--- config.mk ---
export PLATFORM = sky130hd
export DESIGN_NAME = mem_io_ctrl
export DESIGN_NICKNAME = d
export VERILOG_FILES = /design/src/rtl/mem_io_ctrl.sv
export SDC_FILE = /design/constraint.sdc
export NUM_CORES = 1
export LEC_CHECK = 0
export CAP_MARGIN = 15
export CELL_PAD_IN_SITES_DETAIL_PLACEMENT = 0
export CELL_PAD_IN_SITES_GLOBAL_PLACEMENT = 1
export CORE_MARGIN = 2
export CORE_UTILIZATION = 34
export CTS_BUF_LIST = sky130_fd_sc_hd__clkbuf_4 sky130_fd_sc_hd__clkbuf_8
export CTS_CLUSTER_DIAMETER = 60
export DETAILED_ROUTE_END_ITERATION = 6
export PLACE_DENSITY = 0.84
export SYNTH_ARGS = -nofsm -noshare
export SYNTH_HDL_FRONTEND = slang
export SYNTH_SLANG_ARGS = --single-unit
--- constraint.sdc ---
create_clock -name clk -period 1.9 [get_ports clk]
set_input_delay 0.38 -clock clk [delete_from_list [all_inputs] [get_ports clk]]
set_output_delay 0.38 -clock clk [all_outputs]
set_load 0.01 [all_outputs]
--- src/rtl/mem_io_ctrl.sv ---
// Memory-side address decoder and I/O block: steers stores to DMEM/IMEM/IO, returns load data
// one cycle later, and owns the UART handshake registers plus cycle/retire counters.
module mem_io_ctrl #(
  parameter int unsigned CNT_W = 32
) (
  input  logic        clk,
  input  logic        reset,
  input  logic [31:0] mem_adr,
  input  logic [31:0] mem_wdata,
  input  logic [3:0]  wea,
  input  logic        mem_re,
  input  logic        instr_retire,
  input  logic [31:0] dmem_dout,
  output logic [3:0]  dmem_we,
  output logic [3:0]  imem_we,
  output logic [31:0] din,
  output logic [7:0]  uart_tx_data,
  output logic        uart_tx_valid,
  input  logic        uart_tx_ready,
  input  logic [7:0]  uart_rx_data,
  input  logic        uart_rx_valid,
  output logic        uart_rx_ready
);

  localparam logic [3:0] RegDmem = 4'h1;
  localparam logic [3:0] RegImem = 4'h2;
  localparam logic [3:0] RegBoth = 4'h3;
  localparam logic [3:0] RegIo   = 4'h8;

  localparam logic [7:0] OffStatus = 8'h00;
  localparam logic [7:0] OffRxData = 8'h04;
  localparam logic [7:0] OffTxData = 8'h08;
  localparam logic [7:0] OffCycle  = 8'h10;
  localparam logic [7:0] OffInstr  = 8'h14;
  localparam logic [7:0] OffClear  = 8'h18;

  localparam logic [CNT_W-1:0] CntOne = CNT_W'(1);

  logic [3:0]       region;
  logic [7:0]       offset;
  logic             is_store;
  logic             is_load;
  logic             dmem_region;
  logic             imem_region;
  logic             io_region;
  logic             tx_ready_eff;
  logic [31:0]      cyc_ext;
  logic [31:0]      ins_ext;
  logic [31:0]      io_rdata;

  logic             tx_pending_q, tx_pending_d;
  logic [7:0]       tx_data_q, tx_data_d;
  logic             rx_ready_q, rx_ready_d;
  logic             rd_dmem_q, rd_dmem_d;
  logic [31:0]      io_rdata_q, io_rdata_d;
  logic [CNT_W-1:0] cyc_q, cyc_d;
  logic [CNT_W-1:0] ins_q, ins_d;

  // Address bits above the IO offset and store data above the UART byte are not decoded.
  logic unused_bits;
  assign unused_bits = ^{mem_adr[27:8], mem_wdata[31:8]};

  assign region = mem_adr[31:28];
  assign offset = mem_adr[7:0];

  always_comb begin
    is_store     = |wea;
    // A request carrying both mem_re and a write enable is a store only.
    is_load      = mem_re & ~is_store;
    dmem_region  = (region == RegDmem) || (region == RegBoth);
    imem_region  = (region == RegImem) || (region == RegBoth);
    io_region    = (region == RegIo);
    tx_ready_eff = uart_tx_ready & ~tx_pending_q;
    dmem_we      = dmem_region ? wea : 4'b0000;
    imem_we      = imem_region ? wea : 4'b0000;
  end

  always_comb begin
    cyc_ext = '0;
    ins_ext = '0;
    cyc_ext[CNT_W-1:0] = cyc_q;
    ins_ext[CNT_W-1:0] = ins_q;
  end

  always_comb begin
    io_rdata = '0;
    case (offset)
      OffStatus: io_rdata = {30'b0, uart_rx_valid, tx_ready_eff};
      OffRxData: io_rdata = {24'b0, uart_rx_data};
      OffCycle:  io_rdata = cyc_ext;
      OffInstr:  io_rdata = ins_ext;
      default:   io_rdata = '0;
    endcase
  end

  always_comb begin
    tx_pending_d = tx_pending_q;
    tx_data_d    = tx_data_q;
    rx_ready_d   = 1'b0;
    rd_dmem_d    = is_load & dmem_region;
    io_rdata_d   = (is_load && io_region) ? io_rdata : 32'h0;
    cyc_d        = cyc_q + CntOne;
    ins_d        = instr_retire ? (ins_q + CntOne) : ins_q;

    if (tx_pending_q && uart_tx_ready) begin
      tx_pending_d = 1'b0;
    end

    if (is_store && io_region && (offset == OffTxData) && tx_ready_eff) begin
      tx_data_d    = mem_wdata[7:0];
      tx_pending_d = 1'b1;
    end

    if (is_load && io_region && (offset == OffRxData) && uart_rx_valid) begin
      rx_ready_d = 1'b1;
    end

    // Clear wins over the same-edge increment.
    if (is_store && io_region && (offset == OffClear)) begin
      cyc_d = '0;
      ins_d = '0;
    end
  end

  always_ff @(posedge clk or negedge reset) begin
    if (!reset) begin
      tx_pending_q <= 1'b0;
      tx_data_q    <= 8'h00;
      rx_ready_q   <= 1'b0;
      rd_dmem_q    <= 1'b0;
      io_rdata_q   <= 32'h0;
      cyc_q        <= '0;
      ins_q        <= '0;
    end else begin
      tx_pending_q <= tx_pending_d;
      tx_data_q    <= tx_data_d;
      rx_ready_q   <= rx_ready_d;
      rd_dmem_q    <= rd_dmem_d;
      io_rdata_q   <= io_rdata_d;
      cyc_q        <= cyc_d;
      ins_q        <= ins_d;
    end
  end

  // DMEM read data arrives from the BRAM in the cycle after the request.
  assign din           = rd_dmem_q ? dmem_dout : io_rdata_q;
  assign uart_tx_data  = tx_data_q;
  assign uart_tx_valid = tx_pending_q;
  assign uart_rx_ready = rx_ready_q;

endmodule
[Word level (Yosys, flattened, before mapping)]
Cells that the tools add are included.
Operators by class
  $add $sub $neg: 2
  equality and inequality tests: 9
  mux-type cells: 11
  bitwise operators: 5
  reduce and logical (&&, ||, !) cells: 14
Operator list (count)
  $mux W32: 5
  $pmux W32 S4: 1
  $add A32 B1 Y32 const B: 2
  $eq A8 B5 Y1 const B: 3
  $eq A4 B2 Y1 const B: 2
  $eq A8 B3 Y1 const B: 1
  $eq A8 B4 Y1 const B: 1
  $logic_and A1 B1 Y1: 8
  $logic_not A8 Y1: 1
  $mux W4: 2
  $eq A4 B1 Y1 const B: 1
  $eq A4 B4 Y1 const B: 1
  $reduce_bool A2 Y1: 2
  $reduce_or A4 Y1: 1
  $and A1 B1 Y1: 3
  $mux W1: 3
  $logic_or A1 B1 Y1: 2
  $not A1 Y1: 2
Storage, ports and cells
  flip-flop bits (word level): 107
  input bits: 114
  output and inout port bits: 50
  word-level logic and storage cells: 48

[Logic depth before layout (Yosys ltp)]
Gate-level depths: netlist of the first run.
  word-level depth: 7
  mapped depth: 6
  mapped depth without buffers: 5

[Least setup slack after synthesis of the first run]
OpenSTA, ideal clock, no wires.
  kind: input port to flip-flop
  start: input mem_adr[0]
  end: register cyc_q[13], in the netlist cyc_ext[13]
  library setup time: 136 ps
  arrival: 1857 ps
  data required time: 1764 ps
  setup slack: -94 ps
  cell stages on the path: 6
  path buffers: 2
  cells stage by stage: or4_1 -> nor4b_1 -> and4b_1 -> buf_2 -> buf_1 -> a21oi_1
On the way
  longest elaborated chain between the ends: 3
RTL lines
  start: declaration: RTL line 8  | input logic [31:0] mem_adr,
  $eq A8 B5 Y1: RTL line 119  | if (is_store && io_region && (offset == OffClear)) begin
  $logic_and A1 B1 Y1: RTL line 119
  $mux W32: RTL line 119
  net cyc_d[13]: RTL line 56  | logic [CNT_W-1:0] cyc_q, cyc_d;
  end signal: assignment: RTL line 140  | cyc_q <= cyc_d;
  end: declaration: RTL line 56
The timed path passes the listed nets, and every way through them passes these cells.
A chain may end at the register's enable or synchronous reset.

[Final worst setup path of the first run]
  start: register rd_dmem_q
  end: output din[0]
On the way
  longest elaborated chain between the ends: 1
RTL lines
  start: declaration: RTL line 54  | logic rd_dmem_q, rd_dmem_d;
  start signal: assignment: RTL line 138  | rd_dmem_q <= rd_dmem_d;
  $mux W32: RTL line 146  | assign din = rd_dmem_q ? dmem_dout : io_rdata_q;
  end: declaration: RTL line 16  | output logic [31:0] din,
Every way passes these cells.

==> results.yml, run 1 <==
floorplan:
  io_pins: 164
  start_util: 0.3435
  dieArea_um2: 17620
  rows: 47
  die_x_um: 132.7
  dieHeight_um: 132.7
  coreArea_um2: 16410
critical_path:
  cp-start-kind: "flip-flop"
  r2r_slack_ns: -0.02
  reg2reg_to: "cyc_ext[31]"
  required_ns: 1.52
  crit_start: "rd_dmem_q"
  cp_data_arrival_time_ns: 1.60
  end_kind: "output port"
  path_max_fanout: 5
  path_class: "reg -> out"
  timing.rr.start: "cyc_ext[1]"
  ff2ff_path_depth: 5
yosys:
  seq_area_frac_synth: 0.4751
  yosys_register_bits: 107
  synth_nets: 679
  yosys-top-cells-area: "dfrtp_1, mux2_2, a22oi_1"
  postSynthCellCount: 563
  yosysWarnings: 0
  ys_async_sr_fraction: 1.000
  syn_area_um2: 5635
  yosys_most_used_dff: "dfrtp_1"
  yosysTopAreaCell: "dfrtp_1"
  yosysTopAreaCellShare: 0.4751
  synth_edf_count: 0
  syn_area_per_cell_um2: 10.01
  synth_cell_types: 45
finish:
  area_growth_pct: 54.17
  layout_common_cells: "buf_4, dfrtp_1, clkdlybuf4s50_1"
  final_nets: 907
  diodes: 0
  fin_cells: 1015
  fill_cells: 1421
  drive_gt1_frac: 0.3698
  final_common_cell: "buf_4"
cts:
  cts.sinks: 107
  htree_levels: 3
  numCtsBuffers: 9
  cts_root_buf: "clkbuf_8"
  clk_latency_ns: 0.38
  cts_tree: "built"
  path_clk_slew_ns: 0.10
  clock_path_buffers: 2
timing:
  setup_ws_ns: -0.07883
  setup_violations: 20
  rsz0062_at_grt: "yes"
  fmax_ghz: 0.5053
  period_share: 1.041
  drv_slew: 0
  hold_violations: 0
  fin_hold_ws_ns: 0.06791
  finClkSkew_ns: 0.009091
  fin_crit_ns: 1.979
  maxSlewHeadroom: 0.6107
  worst_slew_pin_slew_ns: 0.5839
power:
  ir_drop_mv: 0.2775
  power_density_nw_per_um2: 574.7
  finalPower_mw: 4.993
  p_leak_nw: 3.672
drt:
  viasPerCell: 5.345
  drt_wl_total_um: 17610
  initialDrtViolationCount: 413
  dr_total_vias: 5425
  drc: 0
  wl_per_cell_um: 17.35
  postRouteAntennaNets: 0
  dr.pass1.iters: 5
job:
  maxCapViolCount: 0
place:
  pre_cts_ws_ns: -0.5030
  globalplace.congestion: 0.9074
  dp.cells: 971
  dp.final_hpwl_um: 12160
  io_buffers: 119
status:
  violations: "negative setup slack"
  status: "finished with violations"
worst_hold_path:
  hold_path.class: "in -> async"
global_routing:
  antenna_found_initial: 0
  grt_start_max_net_pins: 108
  grt_overflow: 0
  grt_pass1_wl_um: 27240
  grt_usage: 0.1922
  grt_pass1_vias: 5337
[power by group]
part           switching [mW]  total (mW)  internal, mW
sequential              0.124        2.55          2.42
clock                   0.807        1.28         0.470
combinational           0.528        1.17         0.642
[routing by layer]
| metal | GRT usage | vias to the layer above | part of all wire | wire length (µm) |
|---|---|---|---|---|
| li1 | - | 2560 | - | - |
| met1 | 0.2537 | 2673 | 0.42 | 7408 |
| met2 | 0.3264 | 172 | 0.51 | 9040 |
| met3 | 0.02874 | 20 | 0.052 | 924 |
| met4 | 0.05914 | 0 | 0.014 | 238 |
| met5 | 0 | - | 0 | 0 |
[cells in the mapped netlist (9+ instances only)]
| library cell | instances |
|---|---|
| xnor2_1 | 16 |
| and3_1 | 12 |
| a21oi_1 | 37 |
| inv_1 | 9 |
| dfrtp_1 | 107 |
| nor2_1 | 60 |
| nand2_1 | 30 |
| or3_1 | 16 |
| and4_1 | 11 |
| o21ai_0 | 15 |
| or4_1 | 27 |
| mux2_2 | 46 |
| nand4_1 | 20 |
| clkbuf_1 | 23 |
| a22oi_1 | 30 |
| nand3_1 | 16 |
| o31ai_1 | 22 |
[sequential cells by signal, summed over array words and instances, names as in the netlist]
name           cells
rd_dmem_q          1
ins_ext           32
io_rdata_q        32
uart_tx_valid      1
cyc_ext           32
uart_tx_data       8
uart_rx_ready      1
[cells by family after synthesis]
logic type | synth area share
adder cells (fa/ha/maj) | 0.004440
flip-flops | 0.4751
XOR/XNOR | 0.03419
AO/OA/AOI/OAI | 0.1243
multiplexers | 0.09947
buffers and inverters | 0.03219
AND/OR/NAND/NOR | 0.2302
[worst max-delay path by stage]
stage | endpoint | cells after the start
final | din[0] | 5
after global routing | din[24] | 5
after CTS | din[23] | 6
after detailed placement | ins_ext[27] | 7
after global placement | cyc_ext[24] | 7
after floorplan | ins_ext[24] | 6
[critical path: stages, from the launching register on]
cell,delay (ns)
dfrtp_2,0.44
buf_6,0.13
buf_12,0.13
buf_4,0.13
mux2_2,0.27
buf_6,0.12
[timing repair]
| item | in CTS | in global routing |
|---|---|---|
| pin swaps | 11 | 36 |
| endpoints found under the setup margin | 110 | 92 |
| buffers inserted | 9 | 18 |
| hold buffers | 0 | 0 |
| resized for setup | 199 | 84 |
| cloned | 4 | 3 |
[area by class of cell]
cell class                      count  area, µm²  area share
Clock inverter                      6      41.29    0.004752
Tap cell                          220      275.3     0.03168
Inverter                            9      33.78    0.003888
Sequential cell                   107       2683      0.3088
Multi-Input combinational cell    411       3067      0.3530
Clock buffer                        9      123.9     0.01426
Timing Repair Buffer              253       2465      0.2837
[stage by stage]
stage                     TNS [ns]    util  area [µm²]
after detailed placement    -44.50  0.4823        7914
final                      -0.5880  0.5296        8688
after CTS                   -3.112  0.5096        8361
after floorplan                  0       -        5678
after global placement      -42.86  0.4823        7914
after global routing        -2.323  0.5296        8688
Power figures use the tool's default switching activity.
==> inputs of run 2 (changes only) <==
--- a/config.mk
+++ b/config.mk
@@ -13,7 +13,9 @@
 export CTS_BUF_LIST = sky130_fd_sc_hd__clkbuf_4 sky130_fd_sc_hd__clkbuf_8
 export CTS_CLUSTER_DIAMETER = 60
 export DETAILED_ROUTE_END_ITERATION = 6
+export HOLD_SLACK_MARGIN = 0.08
 export PLACE_DENSITY = 0.84
 export SYNTH_ARGS = -nofsm -noshare
 export SYNTH_HDL_FRONTEND = slang
 export SYNTH_SLANG_ARGS = --single-unit
+export TNS_END_PERCENT = 50
==> run 2 against run 1 <==
Compared with the run above: the run still ends with negative setup slack left; clock power up 37%; non-clock buffer count up 4; sequential share of layout area down 0.40 points; critical path type unchanged; highest routed layer unchanged.
==> results.yml, run 2 (synthesized netlist as in run 1, its figures left out) <==
status:
  status: "finished with violations"
  violations: "negative setup slack"
drt:
  viasPerCell: 5.390
  drt_wl_total_um: 18050
  dr_total_vias: 5492
  postRouteAntennaNets: 0
  wl_per_cell_um: 17.72
  drc: 0
  dr.pass1.iters: 7
  initialDrtViolationCount: 470
critical_path:
  required_ns: 1.52
  cpMostUsedCell: "buf_6"
  cp_data_arrival_time_ns: 1.57
  path_max_fanout: 6
  crit_chain: "buf_12 > buf_6 > mux2_4 > buf_6"
  slowest_stage: "dfrtp_2"
  cp-start-kind: "flip-flop"
  slowest_delay_ns: 0.47
  end_kind: "output port"
  path_class: "reg -> out"
timing:
  rsz0062_at_grt: "yes"
  setup_ws_ns: -0.04859
  maxSlewHeadroom: 0.5984
  fin_tns_setup_ns: -0.7909
  period_share: 1.026
  hold_violations: 0
  drv_slew: 0
  fin_crit_ns: 1.949
  worst_slew_pin_slew_ns: 0.6025
  fmax_ghz: 0.5132
  finClkSkew_ns: 0.01452
  setup_violations: 25
floorplan:
  coreArea_um2: 16410
  io_pins: 164
  rows: 47
  dieHeight_um: 132.7
  die_x_um: 132.7
  dieArea_um2: 17620
  start_util: 0.3435
power:
  p_comb_frac: 0.216
  finalPower_mw: 5.467
  p_int_mw: 3.953
  p_leak_nw: 3.756
  power_frac_clock: 0.319
  switching_share: 0.2770
  power_density_nw_per_um2: 621.9
  seq_power_share: 0.465
  power.switching_mw: 1.514
  ir_drop_mv: 0.3456
finish:
  final_nets: 910
  diodes: 0
  drive_gt1_frac: 0.3667
  layout_common_cells: "buf_4, dfrtp_1, clkdlybuf4s50_1"
  final_common_cell: "buf_4"
  area_growth_pct: 55.99
global_routing:
  grt_start_max_net_pins: 108
  grt_overflow: 0
  grt_pass1_vias: 5576
  grt_usage: 0.1982
  antenna_found_initial: 0
  grt_pass1_wl_um: 28190
job:
  maxCapViolCount: 0
place:
  dp.final_hpwl_um: 12500
  globalplace.congestion: 0.9089
  io_buffers: 119
cts:
  htree_levels: 3
  cts_root_buf: "clkbuf_8"
  numCtsBuffers: 9
  cts_tree: "built"
  clock_path_buffers: 2
  path_clk_slew_ns: 0.11
  cts.sinks: 107
  hold_buffers: 0
  clk_latency_ns: 0.39
worst_hold_path:
  hold_path.class: "in -> async"
## run 2: through the flow
stage / instance area, µm² / hold WS (ns) / utilization / std cells / setup WS (ns)
after floorplan: 5638 / 0.08441 / - / 563 / -0.08869
after global placement: 7903 / 0.4949 / 0.4817 / 972 / -0.4806
after detailed placement: 7903 / 0.4998 / 0.4817 / 972 / -0.5588
after CTS: 8474 / 0.08458 / 0.5165 / 1007 / -0.1557
after global routing: 8791 / 0.08031 / 0.5358 / 1019 / -0.1130
final: 8791 / 0.04955 / 0.5358 / 1019 / -0.04859
## run 2: layout make-up
type / count / area [µm²]
Clock buffer: 9 / 123.9
Clock inverter: 7 / 123.9
Fill cell: 1381 / 7616
Inverter: 9 / 33.78
Multi-Input combinational cell: 410 / 3075
Sequential cell: 107 / 2679
Tap cell: 220 / 275.3
Timing Repair Buffer: 257 / 2480
## run 2: worst paths after layout
path | to | slack [ns] | start | cells after the start
worst max-delay path | din[26] | -0.05 | rd_dmem_q | 4
worst min-delay path | cyc_ext[28] | 0.05 | reset | 2
worst max register to register | ins_ext[16] | -0.03 | ins_ext[0] | 6
worst min register to register | uart_tx_valid | 0.52 | uart_tx_valid | 1
max in group asynchronous | ins_ext[7] | 1.40 | reset | 2
min in group clk | uart_tx_valid | 0.52 | uart_tx_valid | 1
## run 2: power groups by stage
| stage | clock [mW] | sequential [mW] | combinational, mW |
|---|---|---|---|
| detailed placement | 0 | 2.58 | 1.06 |
| global placement | 0 | 2.56 | 1.01 |
| global route | 1.86 | 2.56 | 1.27 |
| CTS | 1.77 | 2.53 | 1.11 |
| finish | 1.75 | 2.54 | 1.18 |
| floorplan | 0 | 2.61 | 0.389 |
## run 2: critical path, delay by kind of cell (launching register included)
family | cells | cell delay [ns]
buffers and inverters | 3 | 0.40
flip-flops | 1 | 0.47
multiplexers | 1 | 0.30
## run 2: layer usage
| metal | vias to the layer above | track usage | routed length, µm |
|---|---|---|---|
| li1 | 2560 | - | - |
| met1 | 2713 | 0.2595 | 7605 |
| met5 | - | 0 | 0 |
| met3 | 26 | 0.03142 | 987 |
| met4 | 0 | 0.06392 | 403 |
| met2 | 193 | 0.3365 | 9057 |
## run 2: timing repair
| action | 4_1_cts | 5_1_grt |
|---|---|---|
| cloned | 5 | 0 |
| pin swaps | 9 | 34 |
| setup endpoints to repair | 125 | 87 |
| buffers inserted | 15 | 15 |
| gates resized for setup | 200 | 63 |
==> inputs of run 3 (changes only) <==
--- a/config.mk
+++ b/config.mk
@@ -5,11 +5,12 @@
 export SDC_FILE = /design/constraint.sdc
 export NUM_CORES = 1
 export LEC_CHECK = 0
+export ABC_AREA = 1
 export CAP_MARGIN = 15
 export CELL_PAD_IN_SITES_DETAIL_PLACEMENT = 0
 export CELL_PAD_IN_SITES_GLOBAL_PLACEMENT = 1
 export CORE_MARGIN = 2
-export CORE_UTILIZATION = 34
+export CORE_UTILIZATION = 33
 export CTS_BUF_LIST = sky130_fd_sc_hd__clkbuf_4 sky130_fd_sc_hd__clkbuf_8
 export CTS_CLUSTER_DIAMETER = 60
 export DETAILED_ROUTE_END_ITERATION = 6
==> run 3 against run 2 <==
Compared with the run above: the flow still finishes with violations (negative setup slack); power is 2.8% lower; hold slack better by 0.37 ns; wire length rose by 2.8%; die area rose by 15%; non-clock buffer count fell by 87; synthesized cell count is 51% higher; clock power fell by 19%; design area fell by 4.1%; via count is 9.1% higher; critical endpoint is now din[0]; largest cell class unchanged.
==> results.yml, run 3 <==
cts:
  cts.sinks: 107
  clk_latency_ns: 0.40
  clock_path_buffers: 2
  numCtsBuffers: 9
  cts_tree: "built"
  cts_root_buf: "clkbuf_8"
  htree_levels: 3
  path_clk_slew_ns: 0.11
global_routing:
  antenna_found_initial: 0
  grt_use_met1: 0.2508
  grt_start_max_net_pins: 37
  grt_overflow: 0
  grt_usage: 0.1872
  top_usage_layer: "met2"
  met2_usage: 0.3171
  grt_pass1_wl_um: 29800
  gr-usage-met3: 0.03320
  grt_pass1_vias: 5789
power:
  p_leak_nw: 4.024
  ir_drop_mv: 0.3533
  power_density_nw_per_um2: 630.0
  finalPower_mw: 5.313
place:
  io_buffers: 119
  pre_cts_ws_ns: -0.2389
  dp.final_hpwl_um: 14220
  globalplace.congestion: 0.8188
critical_path:
  path_class: "reg -> out"
  crit_family: "flip-flops"
  slowest_stage: "dfrtp_2"
  required_ns: 1.52
  crit_chain: "buf_6 > clkbuf_16 > mux2_2 > buf_6"
  timing.rr.start: "cyc_ext[0]"
  cpMostUsedCell: "buf_6"
  path_max_fanout: 5
  cp_data_arrival_time_ns: 1.59
  end_kind: "output port"
  slowest_delay_ns: 0.43
  path_buf_inv: 3
  cp-start-kind: "flip-flop"
  crit_start: "rd_dmem_q"
timing:
  fmax_ghz: 0.5079
  setup_ws_ns: -0.06879
  drv_slew: 0
  rsz0062_at_grt: "yes"
  maxSlewHeadroom: 0.7372
  worst_slew_pin_slew_ns: 0.3913
  fin_crit_ns: 1.969
  hold_violations: 0
  setup_violations: 12
  period_share: 1.036
  finClkSkew_ns: 0.01353
floorplan:
  io_pins: 164
  die_x_um: 142.6
  coreArea_um2: 18770
  dieHeight_um: 142.6
  rows: 50
  start_util: 0.3380
  dieArea_um2: 20350
job:
  maxCapViolCount: 0
finish:
  final_common_cell: "nand2_1"
  final_nets: 1122
  area_growth_pct: 32.94
  drive_gt1_frac: 0.2097
  fill_cells: 1909
  diodes: 0
  layout_common_cells: "nand2_1, nor2_1, dfrtp_1"
drt:
  postRouteAntennaNets: 0
  initialDrtViolationCount: 420
  dr_total_vias: 5994
  dr.pass1.iters: 5
  drt_wl_total_um: 18550
  viasPerCell: 4.814
  drc: 0
  wl_per_cell_um: 14.90
worst_hold_path:
  hold_path.class: "in -> async"
yosys:
  ys_async_sr_fraction: 1.000
  syn_area_um2: 6344
  yosys-top-cells-area: "dfrtp_1, nand2_1, nor2_1"
  syn_area_per_cell_um2: 7.472
  yosysTopAreaCellShare: 0.4221
  yosys_most_used_dff: "dfrtp_1"
  yosysTopAreaCell: "dfrtp_1"
  yosysWarnings: 0
  synthMostInstantiatedCell: "nand2_1"
  seq_area_frac_synth: 0.4221
  synth_cell_types: 36
  synth_edf_count: 0
  synth_common_cells: "nand2_1, nor2_1, dfrtp_1"
  postSynthCellCount: 849
  synth_nets: 965
  yosys_register_bits: 107
status:
  status: "finished with violations"
  violations: "negative setup slack"
-- run 3: cell types whose count changed after synthesis, sizes merged, moves of 28 or more --
cell / change
a22oi: -30
nand2: +149
inv: +94
or4: -28
nor2: +126
nand3: +74
-- run 3: logic make-up (layout without fill, tap and decap cells) --
| kind of cell | Yosys count | count (layout) | synth area share |
|---|---|---|---|
| simple gates | 490 | 490 | 0.3422 |
| buf+inv | 127 | 289 | 0.08323 |
| flops | 107 | 107 | 0.4221 |
| compound gates | 84 | 84 | 0.08205 |
| mux | 32 | 32 | 0.05680 |
| xor+xnor | 7 | 7 | 0.009665 |
| fa+ha+maj | 2 | 2 | 0.003944 |
-- run 3: cell type report --
type / count / area (µm²) / share of cell area
clock inverter: 5 / 46.29 / 0.005490
multi-input combinational: 615 / 3164 / 0.3752
inverter: 103 / 386.6 / 0.04585
tap: 234 / 292.8 / 0.03472
clock buffer: 11 / 151.4 / 0.01795
timing repair buffer: 170 / 1713 / 0.2031
sequential: 107 / 2679 / 0.3177
-- run 3: path summary, 6_finish.rpt --
path,end,slack [ns],cells past startpoint
max,din[0],-0.07,4
min,ins_ext[8],0.42,2
max reg2reg,cyc_ext[30],0.18,7
min reg2reg,uart_tx_data[4],0.50,2
max in group asynchronous,uart_tx_data[1],0.88,3
min in group clk,uart_tx_data[4],0.50,2
-- run 3: layer usage --
metal	part of all wire	wire, µm
met1	0.45	8403
met2	0.50	9212
met3	0.039	725
met4	0.011	213
met5	0	0
-- run 3: where the power goes --
group	leakage, nW	internal [mW]	switching, mW
Clock	0.102	0.567	0.850
Sequential	1.35	2.49	0.276
Combinational	2.57	0.464	0.664
Total	4.02	3.52	1.79
-- run 3: repair_timing --
item                       CTS  global route
cloned                       1             1
setup endpoints to repair   40            28
gates resized for setup    152            31
buffers inserted             2             0
hold buffers                 1             0
hold endpoints to repair    21             0
pin swaps                    0             1
-- run 3: metrics by stage --
step           instances  instance area, µm²  utilization  setup TNS [ns]  hold WS [ns]
6_report            1245                8433       0.4493         -0.6741        0.4238
5_1_grt             1245                8433       0.4493          -1.642        0.4236
4_1_cts             1245                8353       0.4451          -1.180        0.4241
3_5_place_dp        1225                8199       0.4369          -4.951        0.3215
3_3_place_gp        1225                8199       0.4369          -4.003        0.3132
2_1_floorplan        849                6344            -               0       0.08441
